$ cat config.mk
export PLATFORM = sky130hd
export DESIGN_NAME = ula_seq_flat
export DESIGN_NICKNAME = d
export VERILOG_FILES = /design/src/rtl/ula_seq_if.sv /design/src/rtl/ula_seq.sv /design/src/flat_wrapper.sv
export SDC_FILE = /design/constraint.sdc
export NUM_CORES = 1
export LEC_CHECK = 0
export CAP_MARGIN = 10
export CORE_ASPECT_RATIO = 1.5
export CORE_MARGIN = 1
export CORE_UTILIZATION = 57
export CTS_CLUSTER_SIZE = 30
export DETAILED_ROUTE_END_ITERATION = 7
export GPL_ROUTABILITY_DRIVEN = 1
export MAX_ROUTING_LAYER = met4
export PLACE_DENSITY_LB_ADDON = 0.1
export RECOVER_POWER = 25
export SYNTH_ARGS = -nofsm -noshare
export SYNTH_HDL_FRONTEND = slang
export SYNTH_SLANG_ARGS = --single-unit
$ cat constraint.sdc
create_clock -name clk -period 2.9 [get_ports clk]
set_clock_uncertainty 0.15 [all_clocks]
set_input_delay 0.58 -clock clk [delete_from_list [all_inputs] [get_ports clk]]
set_output_delay 0.58 -clock clk [all_outputs]
set_load 0.1 [all_outputs]
$ cat src/rtl/ula_seq_if.sv
// Operand/result handshake bundle for ula_seq: producer-side request channel and
// consumer-side result channel, each with its own valid/ready pair.
interface ula_seq_if #(
    parameter int WIDTH = 8
);
    logic             in_valid;
    logic             in_ready;
    logic [3:0]       opcode;
    logic [WIDTH-1:0] a;
    logic [WIDTH-1:0] b;
    logic             out_valid;
    logic             out_ready;
    logic [WIDTH-1:0] result;
    logic [3:0]       flags;

    modport master (
        output in_valid, opcode, a, b, out_ready,
        input  in_ready, out_valid, result, flags
    );

    modport slave (
        input  in_valid, opcode, a, b, out_ready,
        output in_ready, out_valid, result, flags
    );
endinterface

$ cat src/rtl/ula_seq.sv
// Handshaked sequential ALU with registered result and {err, ovf, carry, zero} flags.
// Define ULA_SEQ_MULDIV_EN to build the iterative multiply/divide datapath.
module ula_seq #(
    parameter int WIDTH = 8
) (
    input  logic       clk,
    input  logic       rst_n,
    ula_seq_if.slave   bus,
    output logic [1:0] dbg_state
);
    // Handshake: a side transfers on the rising edge where its valid and ready
    // are both 1; valid, once raised, is held with stable payload until that edge.
    typedef enum logic [1:0] {IDLE = 2'd0, BUSY = 2'd1, DONE = 2'd2} state_t;

    state_t           state_q, state_d;
    logic [WIDTH-1:0] result_q;
    logic [3:0]       flags_q;
    logic             accept;
    logic             start_multi;
    logic [WIDTH-1:0] sc_res;
    logic             sc_carry;
    logic             sc_err;
    logic [WIDTH:0]   sum;

    assign accept        = bus.in_valid && (state_q == IDLE);
    assign bus.in_ready  = (state_q == IDLE);
    assign bus.out_valid = (state_q == DONE);
    assign bus.result    = result_q;
    assign bus.flags     = flags_q;
    assign dbg_state     = state_q;
    assign sum           = {1'b0, bus.a} + {1'b0, bus.b};

`ifdef ULA_SEQ_MULDIV_EN
    localparam int CW = (WIDTH > 2) ? $clog2(WIDTH) : 1;
    localparam logic [CW-1:0] LAST = CW'(WIDTH - 1);

    logic [3:0]         op_q;
    logic [WIDTH-1:0]   a_q;
    logic [WIDTH-1:0]   b_q;
    logic [2*WIDTH-1:0] acc_q;
    logic [CW-1:0]      cnt_q;
    logic [WIDTH:0]     mul_sum;
    logic [WIDTH:0]     rsh;
    logic [WIDTH:0]     diff;
    logic [2*WIDTH-1:0] acc_nx;
    logic               is_mul;

    assign start_multi = (bus.opcode == 4'h3) || ((bus.opcode == 4'h4) && (bus.b != '0));
    assign is_mul      = (op_q == 4'h3);

    // Multiply: acc = {partial, multiplier}; add A into the top half on lsb, shift right.
    // Divide:   acc = {remainder, dividend/quotient}; restoring shift-subtract.
    always_comb begin
        mul_sum = {1'b0, acc_q[2*WIDTH-1:WIDTH]} + (acc_q[0] ? {1'b0, a_q} : '0);
        rsh     = {acc_q[2*WIDTH-1:WIDTH], acc_q[WIDTH-1]};
        diff    = rsh - {1'b0, b_q};
        if (is_mul)
            acc_nx = {mul_sum, acc_q[WIDTH-1:1]};
        else if (diff[WIDTH])
            acc_nx = {rsh[WIDTH-1:0], acc_q[WIDTH-2:0], 1'b0};
        else
            acc_nx = {diff[WIDTH-1:0], acc_q[WIDTH-2:0], 1'b1};
    end

    always_ff @(posedge clk or negedge rst_n) begin
        if (!rst_n) begin
            op_q  <= '0;
            a_q   <= '0;
            b_q   <= '0;
            acc_q <= '0;
            cnt_q <= '0;
        end else if (accept) begin
            op_q  <= bus.opcode;
            a_q   <= bus.a;
            b_q   <= bus.b;
            acc_q <= (bus.opcode == 4'h3) ? {{WIDTH{1'b0}}, bus.b} : {{WIDTH{1'b0}}, bus.a};
            cnt_q <= '0;
        end else if (state_q == BUSY) begin
            acc_q <= acc_nx;
            cnt_q <= cnt_q + 1'b1;
        end
    end
`else
    assign start_multi = 1'b0;
`endif

    always_comb begin
        sc_res   = '0;
        sc_carry = 1'b0;
        sc_err   = 1'b0;
        case (bus.opcode)
            4'h0: sc_res = '0;
            4'h1: {sc_carry, sc_res} = sum;
            4'h2: begin
                sc_res   = bus.a - bus.b;
                sc_carry = (bus.a < bus.b);
            end
`ifdef ULA_SEQ_MULDIV_EN
            4'h3: sc_res = '0;
            4'h4: begin
                sc_res = '1;
                sc_err = 1'b1;
            end
`else
            4'h3, 4'h4: sc_err = 1'b1;
`endif
            4'h5: sc_res = bus.a & bus.b;
            4'h6: sc_res = bus.a | bus.b;
            4'h7: sc_res = ~bus.a;
            4'h8: sc_res = bus.a ^ bus.b;
            4'h9: sc_res = bus.a ~^ bus.b;
            4'hA: sc_res = bus.a;
            4'hB: sc_res = ~bus.a;
            default: sc_err = 1'b1;
        endcase
    end

    always_comb begin
        state_d = state_q;
        case (state_q)
            IDLE: if (bus.in_valid) state_d = start_multi ? BUSY : DONE;
`ifdef ULA_SEQ_MULDIV_EN
            BUSY: if (cnt_q == LAST) state_d = DONE;
`endif
            DONE: if (bus.out_ready) state_d = IDLE;
            default: state_d = IDLE;
        endcase
    end

    always_ff @(posedge clk or negedge rst_n) begin
        if (!rst_n) begin
            state_q  <= IDLE;
            result_q <= '0;
            flags_q  <= '0;
        end else begin
            state_q <= state_d;
            if (accept && !start_multi) begin
                result_q <= sc_res;
                flags_q  <= {sc_err, 1'b0, sc_carry, ~|sc_res};
            end
`ifdef ULA_SEQ_MULDIV_EN
            else if ((state_q == BUSY) && (cnt_q == LAST)) begin
                result_q <= acc_nx[WIDTH-1:0];
                flags_q  <= {1'b0, is_mul && (|acc_nx[2*WIDTH-1:WIDTH]), 1'b0,
                             ~|acc_nx[WIDTH-1:0]};
            end
`endif
        end
    end
endmodule
$ cat src/flat_wrapper.sv
// flat-port wrapper written by rule: the top's interface ports become plain ports
module ula_seq_flat 
#(
    parameter int WIDTH = 8
)
  (clk, rst_n, dbg_state, bus_in_valid, bus_opcode, bus_a, bus_b, bus_out_ready, bus_in_ready, bus_out_valid, bus_result, bus_flags);
  ula_seq_if #(.WIDTH(WIDTH)) bus_i ();
  input  logic clk;
  input  logic rst_n;
  output logic [1:0] dbg_state;
  input wire logic [$bits(bus_i.in_valid)-1:0] bus_in_valid;
  input wire logic [$bits(bus_i.opcode)-1:0] bus_opcode;
  input wire logic [$bits(bus_i.a)-1:0] bus_a;
  input wire logic [$bits(bus_i.b)-1:0] bus_b;
  input wire logic [$bits(bus_i.out_ready)-1:0] bus_out_ready;
  output wire logic [$bits(bus_i.in_ready)-1:0] bus_in_ready;
  output wire logic [$bits(bus_i.out_valid)-1:0] bus_out_valid;
  output wire logic [$bits(bus_i.result)-1:0] bus_result;
  output wire logic [$bits(bus_i.flags)-1:0] bus_flags;
  assign bus_i.in_valid = bus_in_valid;
  assign bus_i.opcode = bus_opcode;
  assign bus_i.a = bus_a;
  assign bus_i.b = bus_b;
  assign bus_i.out_ready = bus_out_ready;
  assign bus_in_ready = bus_i.in_ready;
  assign bus_out_valid = bus_i.out_valid;
  assign bus_result = bus_i.result;
  assign bus_flags = bus_i.flags;
  ula_seq #(.WIDTH(WIDTH)) u_core (.clk(clk), .rst_n(rst_n), .bus(bus_i), .dbg_state(dbg_state));
endmodule
==> results of run 1 <==
[per-stage QoR]
| step | hold slack (ns) | setup slack (ns) | util | instances |
|---|---|---|---|---|
| 3_5_place_dp | 0.322 | -0.997 | 0.887 | 406 |
| 4_1_cts | 0.355 | -0.340 | 0.941 | 414 |
| 2_1_floorplan | 0.134 | -0.264 | - | 262 |
| 3_3_place_gp | 0.314 | -0.946 | 0.887 | 406 |
[cells by family after synthesis]
group / synth area share
compound gates: 0.237
xor+xnor: 0.0347
buf+inv: 0.103
flops: 0.149
simple gates: 0.239
mux: 0.0675
other cells: 0.00186
fa+ha+maj: 0.169
[timing repair]
action                     4_1_cts
resized for setup               51
buffers inserted                 4
pin swaps                       15
hold buffers                     0
setup endpoints to repair        7
gates cloned                     0
[layer usage]
| metal | track usage | GRT overflow |
|---|---|---|
| met1 | 0.553 | 0 |
| met2 | 0.841 | 1 |
| met3 | 0.230 | 0 |
| met4 | 0.608 | 2 |
| met5 | - | - |
==> results.py, run 1 <==
metrics = {
    "synthesis": {
        "ys_async_sr_fraction": 1.00,
        "postSynthCellCount": 261,
        "synth.area.top_cells": "dfrtp_1 (15%), ha_1 (15%), inv_1 (5.0%)",
        "netlist_top_cells_count": "inv_1 (27), ha_1 (24), nand2_1 (16)",
        "ys_dominant_reg_cell": "dfrtp_1",
        "ys_seq_area_frac": 0.149,
        "yosys_warnings": 0,
        "yosys.area.top_type_share": 0.149,
        "post_synth_edffs": 0,
        "synth.ff_latch_count": 12,
        "yosys.cell_count.top_type": "inv_1",
        "synth_area_per_cell_um2": 7.74,
        "mapped_cell_area_mm2": 0.00202,
        "synthDominantAreaCellType": "dfrtp_1",
        "synth.lib_cells_used.distinct": 57,
    },
    "floorplanning": {
        "row_count": 26,
        "ios": 40,
        "fp.dieH_um": 74.9,
        "starting_density_of_the_core": 0.597,
        "horiz_die_dim_um": 50.6,
    },
    "grt": {
        "grt_start_max_net_pins": 17,
        "number_of_global_route_vias_before_repair": 3044,
        "grt_util_all_layers": 0.576,
        "gr-total-overflow": 3,
        "grt_pass1_wl_um": 15500,
    },
    "cts": {
        "cts.sinks": 12,
        "clock_tree.root_cell": "clkbuf_8",
        "clk_path_buf_depth": 2,
        "htree_levels": 1,
        "number_of_clock_buffers_inserted_by_tritoncts": 3,
    },
    "place": {
        "placed_cell_area_mm2": 0.00300,
        "numPortBuffers": 37,
        "gp_congestion": 0.994,
        "hpwl_um": 5500,
    },
    "status": {
        "run_status": "aborted with a tool error",
        "tool.error": "[ERROR GRT-0116] Global routing finished with congestion. Check the congestion regions in the DRC Viewer.",
        "outcome.stop_stage": "5_1_grt",
    },
}
==> run 2: changes to the inputs <==
Settings changed: CORE_ASPECT_RATIO 1.5 to unset, CORE_UTILIZATION 57 to 40, CTS_CLUSTER_SIZE 30 to unset, MAX_ROUTING_LAYER met4 to unset, PLACE_DENSITY_LB_ADDON 0.1 to 0.15.
==> run 2 against run 1 <==
Net effect:
- the flow now finishes, with violations (negative setup slack)
- area after synthesis unchanged
- synthesized cell count unchanged
==> results.py, run 2 <==
metrics = {
    "setup_path": {
        "critPathRequiredTime_ns": 2.89,
        "critPathArrivalTime_ns": 3.06,
        "crit_path_max_fanout": 2,
        "worstRegToRegCells": 6,
        "worstSetupPathType": "input port to flop",
        "worstSetupEndpointType": "flop",
        "worst_setup_path_start_kind": "input port",
    },
    "grt": {
        "grt_pass1_wl_um": 9670,
        "grt_start_max_net_pins": 14,
        "antenna_violations_before_repair": 0,
        "number_of_global_route_vias_before_repair": 2150,
        "grt_util_all_layers": 0.230,
        "gr-total-overflow": 0,
    },
    "detailed_routing": {
        "remaining_design_rule_violation_count": 0,
        "initialDrtViolationCount": 87,
        "drt-wirelength-per-cell_um": 13.6,
        "total_via_count_after_detailed_routing": 2296,
        "drtPass1Iterations": 4,
        "antenna_left": 0,
        "detail_route.vias_per_cell": 5.21,
        "drt-total-wl_um": 6000,
    },
    "final_layout": {
        "most_frequent_cells_in_the_layout": "buf_4 (106), inv_1 (18), ha_1 (17)",
        "layout-drive-gt1-share": 0.433,
        "most_frequent_standard_cell_in_the_layout_excluding_fill_and_tap_cells": "buf_4",
        "multi_input_area_mm2": 0.00168,
        "post-route-util": 0.682,
        "antenna_cells_inserted": 0,
        "finalNonFillerCells": 441,
        "fill_cells": 410,
        "nets": 426,
        "seqCellArea_um2": 300,
        "flip_flop_count_of_the_largest_register_all_copies_and_words_added": 8,
        "flow.area_growth_from_synthesis_pct": 61.5,
        "finish.instance_area_mm2": 0.00326,
    },
    "timing": {
        "setup_viol_count_final": 2,
        "fin_ws_ns": -0.170,
        "timing_worst_slew_pin_value_ns": 0.537,
        "max_slew_violations": 0,
        "post-route-period-util": 1.06,
        "rsz0062_at_grt": "true",
        "fmax_ghz": 0.326,
        "report.final.hold_viol_count": 0,
        "worst_slew_margin_rel": 0.641,
        "final.hold.worst_slack_ns": 0.328,
        "period_minus_slack_ns": 3.07,
        "setup_tns_final_ns": -0.172,
    },
    "pwr": {
        "vdd_ir_drop_max_uv": 258,
        "static-leakage-power_nw": 1.53,
        "fin_total_pwr_mw": 1.27,
        "power.density_mw_per_mm2": 389,
    },
    "synthesis": {
        "yosys.area.top_type_share": 0.149,
        "synth.ff_latch_count": 12,
        "synth.lib_cells_used.distinct": 57,
        "ys_dominant_reg_cell": "dfrtp_1",
        "netlist_top_cells_count": "inv_1 (27), ha_1 (24), nand2_1 (16)",
        "post_synth_edffs": 0,
        "ys_async_sr_fraction": 1.00,
        "ys_seq_area_frac": 0.149,
        "postSynthCellCount": 261,
        "synth_area_per_cell_um2": 7.74,
        "synth.area.top_cells": "dfrtp_1 (15%), ha_1 (15%), inv_1 (5.0%)",
        "mapped_cell_area_mm2": 0.00202,
        "yosys_warnings": 0,
        "yosys.cell_count.top_type": "inv_1",
        "synthDominantAreaCellType": "dfrtp_1",
    },
    "cts": {
        "clk_path_buf_depth": 2,
        "htree_levels": 1,
        "cts.sinks": 12,
        "cts.reportedPaths.clkPinSlew_ns": 0.05,
        "number_of_clock_buffers_inserted_by_tritoncts": 3,
        "clock_tree_from_tritoncts": "built",
        "cts_hold_fix_bufs": 0,
        "clock_tree.root_cell": "clkbuf_8",
        "clk-insertion-delay-late_ns": 0.23,
    },
    "place": {
        "numPortBuffers": 37,
        "placed_cells_incl_taps": 434,
        "placed_cell_area_mm2": 0.00306,
        "post-place-ws_ns": -1.02,
        "hpwl_um": 4880,
        "gp_congestion": 0.949,
    },
    "hold_path": {
        "min_path_type": "flop to flop",
        "holdPathStages": 2,
    },
    "floorplanning": {
        "horiz_die_dim_um": 73.1,
        "fp.dieH_um": 73.1,
        "row_count": 25,
        "ios": 40,
        "floorplan.die_area_mm2": 0.00534,
        "core-area_mm2": 0.00479,
        "starting_density_of_the_core": 0.422,
    },
    "job": {
        "timing.max_cap.violations": 0,
    },
    "status": {
        "run_status": "finished, violations left",
        "violations": "negative setup slack",
    },
}
run 2: report_power, final:
group | switching (mW) | internal [mW]
clock | 0.0534 | 0.0909
combinational | 0.575 | 0.321
sequential | 0.0221 | 0.206
total | 0.651 | 0.618
run 2: what timing repair did:
item,4_1_cts,5_1_grt
hold endpoints to repair,0,0
pin swaps,11,9
gates resized for setup,41,14
endpoints found under the setup margin,6,5
setup buffers,3,2
run 2: final cells by class:
cell class	count	area share
sequential	12	0.0921
inverter	27	0.0361
multi-input combinational	202	0.514
timing repair buffer	130	0.319
clock buffer	3	0.0127
tap	67	0.0257
run 2: worst max-delay path: stages:
cell     delay, ns
buf_12        0.09
inv_12        0.03
ha_4          0.15
fa_2          0.39
or3_4         0.35
and3_4        0.16
a221o_1       0.28
a221o_1       0.32
or4_4         0.42
o41ai_2       0.27
run 2: routing by layer:
layer / GRT usage / wire length (um) / up-vias
li1: - / - / 1162
met5: 0 / 0 / -
met2: 0.395 / 2790 / 74
met4: 0.0654 / 54 / 0
met3: 0.0110 / 319 / 8
met1: 0.311 / 2830 / 1052
run 2: path summary, 6_finish.rpt:
path                       slack, ns              endpoint            startpoint
min in group asynchronous       0.62  u_core.bus.result[1]                 rst_n
hold / removal                  0.33  u_core.bus.result[3]  u_core.bus.result[3]
setup / recovery               -0.17   u_core.bus.flags[0]              bus_a[0]
hold reg to reg                 0.33  u_core.bus.result[3]  u_core.bus.result[3]
setup reg to reg                0.94   u_core.bus.flags[0]   u_core.dbg_state[1]
max in group asynchronous       1.62   u_core.dbg_state[1]                 rst_n
run 2: kinds of logic (layout without fill, tap and decap cells):
| logic type | Yosys count | after routing | share of synthesized area |
|---|---|---|---|
| compound gates | 69 | 69 | 0.237 |
| xor+xnor | 8 | 8 | 0.0347 |
| fa+ha+maj | 26 | 26 | 0.169 |
| buf+inv | 48 | 160 | 0.103 |
| flops | 12 | 12 | 0.149 |
| mux | 13 | 13 | 0.0675 |
| other cells | 1 | 2 | 0.00186 |
| simple gates | 84 | 84 | 0.239 |
Power figures use the tool's default switching activity.
